==> src/rtl/fetch_pkg.sv <==
// Shared fetch-side constants: default widths, reset PC and the NOP encoding.
// Imported by the prefetch queue and its FIFO.
package fetch_pkg;

  localparam int          PC_WIDTH   = 32;
  localparam int          INST_WIDTH = 32;
  localparam int          DEPTH      = 4;
  localparam logic [31:0] RESET_PC   = 32'h0000_0000;
  localparam logic [31:0] NOP        = 32'h0000_0013;

endpackage

==> src/rtl/fetch_fifo.sv <==
// In-order DEPTH x W FIFO with push, pop, clear and a registered head.
// Ports: clk, rst, push_i/data_i, pop_i, clear_i, count_o, valid_o, head_o.
module fetch_fifo
  import fetch_pkg::*;
#(
  parameter int W     = 64,
  parameter int DEPTH = 4,
  localparam int CW   = $clog2(DEPTH + 1),
  localparam int AW   = $clog2(DEPTH)
) (
  input  logic          clk,
  input  logic          rst,
  input  logic          push_i,
  input  logic [W-1:0]  data_i,
  input  logic          pop_i,
  input  logic          clear_i,
  output logic [CW-1:0] count_o,
  output logic          valid_o,
  output logic [W-1:0]  head_o
);

  logic [W-1:0]  mem_q [DEPTH];
  logic [AW-1:0] rd_q;
  logic [AW-1:0] wr_q;
  logic [CW-1:0] cnt_q;

  always_ff @(posedge clk) begin
    if (rst) begin
      for (int i = 0; i < DEPTH; i++) begin
        mem_q[i] <= '0;
      end
      rd_q  <= '0;
      wr_q  <= '0;
      cnt_q <= '0;
    end else if (clear_i) begin
      rd_q  <= '0;
      wr_q  <= '0;
      cnt_q <= '0;
    end else begin
      if (push_i) begin
        mem_q[wr_q] <= data_i;
        wr_q        <= wr_q + AW'(1);
      end
      if (pop_i) begin
        rd_q <= rd_q + AW'(1);
      end
      cnt_q <= cnt_q + CW'(push_i) - CW'(pop_i);
    end
  end

  assign count_o = cnt_q;
  assign valid_o = (cnt_q != '0);
  assign head_o  = mem_q[rd_q];

endmodule

==> src/rtl/instr_prefetch_unit.sv <==
// Fetch prefetch queue: credit-limited imem requests, in-order response
// queue with PCs, drop of stale responses after a redirect.
// Ports: clk, rst; imem_req_{valid,addr,ready}; imem_rsp_{valid,data};
// redirect_{valid,pc}; out_{valid,pc,inst,ready}.
module instr_prefetch_unit
  import fetch_pkg::*;
#(
  parameter int PC_WIDTH   = fetch_pkg::PC_WIDTH,
  parameter int INST_WIDTH = fetch_pkg::INST_WIDTH,
  parameter int DEPTH      = fetch_pkg::DEPTH,
  parameter logic [PC_WIDTH-1:0] RESET_PC =
    PC_WIDTH'(fetch_pkg::RESET_PC)
) (
  input  logic                  clk,
  input  logic                  rst,
  output logic                  imem_req_valid,
  output logic [PC_WIDTH-1:0]   imem_req_addr,
  input  logic                  imem_req_ready,
  input  logic                  imem_rsp_valid,
  input  logic [INST_WIDTH-1:0] imem_rsp_data,
  input  logic                  redirect_valid,
  input  logic [PC_WIDTH-1:0]   redirect_pc,
  output logic                  out_valid,
  output logic [PC_WIDTH-1:0]   out_pc,
  output logic [INST_WIDTH-1:0] out_inst,
  input  logic                  out_ready
);

  localparam int CW = $clog2(DEPTH + 1);
  localparam int W  = PC_WIDTH + INST_WIDTH;

  logic [PC_WIDTH-1:0] fetch_pc_q, fetch_pc_d;
  logic [PC_WIDTH-1:0] rsp_pc_q, rsp_pc_d;
  logic [CW-1:0]       outst_q, outst_d;
  logic [CW-1:0]       drop_q, drop_d;
  logic [CW-1:0]       fifo_cnt;
  logic [CW:0]         inflight;
  logic [W-1:0]        head;
  logic                accept;
  logic                keep;
  logic                pop;

  // outstanding + queued never exceeds DEPTH, so pushes cannot overflow
  assign inflight = {1'b0, outst_q} + {1'b0, fifo_cnt};

  assign imem_req_valid = !rst && !redirect_valid &&
                          (inflight < (CW+1)'(DEPTH));
  assign imem_req_addr  = fetch_pc_q;

  assign accept = imem_req_valid && imem_req_ready;
  assign keep   = imem_rsp_valid && (drop_q == '0) && !redirect_valid;
  assign pop    = out_valid && out_ready;

  always_comb begin
    fetch_pc_d = fetch_pc_q;
    rsp_pc_d   = rsp_pc_q;
    drop_d     = drop_q;
    outst_d    = outst_q + CW'(accept) - CW'(imem_rsp_valid);
    if (accept) begin
      fetch_pc_d = fetch_pc_q + PC_WIDTH'(1);
    end
    if (imem_rsp_valid) begin
      if (drop_q != '0) begin
        drop_d = drop_q - CW'(1);
      end else begin
        rsp_pc_d = rsp_pc_q + PC_WIDTH'(1);
      end
    end
    // everything still in flight after this cycle belongs to the old path
    if (redirect_valid) begin
      fetch_pc_d = redirect_pc;
      rsp_pc_d   = redirect_pc;
      drop_d     = outst_d;
    end
  end

  always_ff @(posedge clk) begin
    if (rst) begin
      fetch_pc_q <= RESET_PC;
      rsp_pc_q   <= RESET_PC;
      outst_q    <= '0;
      drop_q     <= '0;
    end else begin
      assert (!(imem_rsp_valid && (outst_q == '0)));
      fetch_pc_q <= fetch_pc_d;
      rsp_pc_q   <= rsp_pc_d;
      outst_q    <= outst_d;
      drop_q     <= drop_d;
    end
  end

  fetch_fifo #(
    .W     (W),
    .DEPTH (DEPTH)
  ) u_fifo (
    .clk     (clk),
    .rst     (rst),
    .push_i  (keep),
    .data_i  ({rsp_pc_q, imem_rsp_data}),
    .pop_i   (pop),
    .clear_i (redirect_valid),
    .count_o (fifo_cnt),
    .valid_o (out_valid),
    .head_o  (head)
  );

  assign out_pc   = head[W-1:INST_WIDTH];
  assign out_inst = head[INST_WIDTH-1:0];

endmodule

==> config.mk <==
export PLATFORM = sky130hd
export DESIGN_NAME = instr_prefetch_unit
export DESIGN_NICKNAME = d
export VERILOG_FILES = /design/src/rtl/fetch_pkg.sv /design/src/rtl/fetch_fifo.sv /design/src/rtl/instr_prefetch_unit.sv
export SDC_FILE = /design/constraint.sdc
export NUM_CORES = 1
export LEC_CHECK = 0
export CAP_MARGIN = 15
export CORE_MARGIN = 5
export CORE_UTILIZATION = 61
export DETAILED_ROUTE_END_ITERATION = 8
export PLACE_DENSITY_LB_ADDON = 0.12
export RECOVER_POWER = 100
export SLEW_MARGIN = 15
export SYNTH_ARGS = -nofsm -noshare
export SYNTH_HDL_FRONTEND = slang
export SYNTH_SLANG_ARGS = --single-unit
==> constraint.sdc <==
create_clock -name clk -period 24.6 [get_ports clk]
set_input_delay 6.15 -clock clk [delete_from_list [all_inputs] [get_ports clk]]
set_output_delay 6.15 -clock clk [all_outputs]
set_load 0.05 [all_outputs]
==> flow_metrics.env <==
export IMPL_area_growth_pct=19.4
export IMPL_synth_cells=1221
export IMPL_post_cts_buffers=0
export IMPL_antenna_cells=0
export IMPL_nets=1447
export IMPL_dr_first_iter_drc_count=859
export IMPL_dp_slack_ns=10.21
export IMPL_clk_path_buf_depth=3
export IMPL_maxSlewHeadroom_pct=-174
export IMPL_routabilityCongestion=0.853
export IMPL_yosysTopAreaCell="edfxtp_1"
export IMPL_io_buffer_count=167
export IMPL_end_kind="primary output"
export IMPL_period_needed_ns=15.39
export IMPL_cellPowerDensity_nw_per_um2=76.6
export IMPL_violations="capacitance limit, slew limit"
export IMPL_vdd_ir_drop_max_mv=0.0552
export IMPL_synthMostInstantiatedCell="edfxtp_1"
export IMPL_hp_class="flip-flop to flip-flop"
export IMPL_ys_ff_latch=335
export IMPL_firstDrtPassIters=7
export IMPL_row_count=57
export IMPL_critical_path_class="input pin to primary output"
export IMPL_rsz0062_at_grt="false"
export IMPL_setup_ws_ns=9.21
export IMPL_via_per_inst=5.82
export IMPL_cts_root_buf="clkbuf_16"
export IMPL_synth_area_sq_um=15000
export IMPL_start_util_pct=61.8
export IMPL_worstMarginPinSlew_ns=4.11
export IMPL_synth_area_top_cells="edfxtp_1 (51%), dfxtp_1 (11%), mux4_2 (9.6%), nor2_1 (5.2%), nand2_1 (2.6%)"
export IMPL_avgSynthCellArea_sq_um=12.3
export IMPL_postSynth_asyncResetShare_pct=0
export IMPL_synth_distinct_cells=60
export IMPL_ctsHoldBuffers=0
export IMPL_grt_pass1_wl_um=53900
export IMPL_die_area_sq_um=27900
export IMPL_synth_commonest_cells="edfxtp_1 (256), nor2_1 (207), nand2_1 (106), inv_1 (88), dfxtp_1 (79)"
export IMPL_worstPathArrival_ns=9.24
export IMPL_hpwl_um=20100
export IMPL_track_usage_pct=24.0
export IMPL_path_max_fanout=34
export IMPL_ioPinCount=168
export IMPL_core_region_area_sq_um=24300
export IMPL_antenna_found_initial=0
export IMPL_grt_pass1_vias=10100
export IMPL_drtAntennaViolNets=0
export IMPL_finalHoldViolCount=0
export IMPL_fin_worst_skew_ns=0.00775
export IMPL_route_vias_total=9972
export IMPL_outcome="finished, violations left"
export IMPL_path_clk_slew_ns=0.06
export IMPL_htree_levels=2
export IMPL_setup_tns_ns=0
export IMPL_avgRoutedWirePerCell_um=19.5
export IMPL_cts_tree="built"
export IMPL_power_mw=1.37
export IMPL_max_cap_viol_count=9
export IMPL_synth_top_area_share_pct=51.2
export IMPL_synthFlopType="edfxtp_1"
export IMPL_drive_gt1_share_pct=9.42
export IMPL_clkLatencyLatePin_ns=0.50
export IMPL_rrSetupSlack_ns=18.45
export IMPL_cts_sink_count=335
export IMPL_grt_max_degree=87
export IMPL_worstPathRequired_ns=18.45
export IMPL_ys_seq_area_share_pct=61.7
export IMPL_cts_made_buffers=35
export IMPL_fp_dieW_um=167
export IMPL_setup_viol=0
export IMPL_ys_warn_count=0
export IMPL_power_leakage_nw=6.77
export IMPL_drc=0
export IMPL_synth_edf_count=256
export IMPL_syn_nets=1303
export IMPL_fin_crit_sh_pct=62.6
export IMPL_maxSlewViolCount=496
export IMPL_grt_overflow=0
export IMPL_wirelength_um=33300
export IMPL_cts_resized=0
export IMPL_max_freq_mhz=65.0
export IMPL_die_h_um=167
export IMPL_critPathLaunchType="input pin"
-- routing by layer --
metal | vias up | GRT usage [%] | wire [um]
met2 | 394 | 38.9 | 15800
met5 | - | 0 | 0
met3 | 49 | 4.01 | 2430
met1 | 4864 | 34.9 | 14500
li1 | 4665 | - | -
met4 | 0 | 5.48 | 645
-- cell usage in the layout, fill, tap and decap left out, types with 20 or more instances in the layout --
| cell type | synthesis | final |
|---|---|---|
| nor2_1 | 207 | 207 |
| dlygate4sd3_1 | 0 | 98 |
| clkbuf_1 | 53 | 21 |
| a21oi_1 | 26 | 26 |
| o21ai_0 | 21 | 20 |
| inv_1 | 88 | 88 |
| and2_1 | 37 | 20 |
| mux4_2 | 64 | 64 |
| clkdlybuf4s50_1 | 0 | 68 |
| nand4_1 | 25 | 25 |
| edfxtp_1 | 256 | 256 |
| nand2_1 | 106 | 106 |
| nand3_1 | 31 | 31 |
| xnor2_1 | 32 | 32 |
| clkbuf_16 | 0 | 37 |
| dfxtp_1 | 79 | 77 |
-- cell families after synthesis --
kind of cell	Yosys count	synth area share, %
flip-flops	335	61.7
multiplexers	70	10.0
AO/OA/AOI/OAI	116	5.07
adder cells (fa/ha/maj)	12	1.10
AND/OR/NAND/NOR	475	14.8
XOR/XNOR	51	2.97
buffers and inverters	162	4.33
-- worst max-delay path: stages --
cell and delay [ns]:
dlygate4sd3_1 0.53, clkbuf_1 1.17, or2_0 0.50, nor3_1 0.08, dlygate4sd3_1 0.78
-- final timing paths --
path                                     start             endpoint  cells after the start
worst max-delay path            redirect_valid       imem_req_valid                      5
worst min-delay path            u_fifo.rd_q[1]            flip-flop                      2
worst max register to register  u_fifo.wr_q[1]  u_fifo.mem_q[2][28]                      5
worst min register to register  u_fifo.rd_q[1]            flip-flop                      2
-- area by class of cell --
class	instances	area [sq um]
well taps	324	405
multi-input cells	724	5090
clock inverters	10	97.6
fillers	1617	6380
inverters	89	334
flip-flops and latches	335	9270
repair buffers	180	1730
clock buffers	52	1010
-- registers in the layout (all words and copies together) (netlist names), named ones only --
register / flops
u_fifo.count_o: 3
outst_q: 3
drop_q: 3
u_fifo.mem_q: 256
u_fifo.wr_q: 2
rsp_pc_q: 32
imem_req_addr: 32
u_fifo.rd_q: 2
-- stage by stage --
step           instances  hold slack [ns]  utilization (%)  area, sq um
5_1_grt             1714            0.557             73.8        17900
3_3_place_gp        1652            0.518             69.6        16900
6_report            1714            0.532             73.8        17900
2_1_floorplan       1221            0.485                -        15000
3_5_place_dp        1652            0.529             69.6        16900
4_1_cts             1714            0.542             74.2        18000
-- report_power, final --
part           switching, mW  total [mW]  internal (mW)
clock network          0.204       0.510          0.305
registers             0.0215       0.669          0.648
logic                  0.127       0.195         0.0683
total                  0.353        1.37           1.02
No activity file was read; power rests on OpenSTA's default activity.
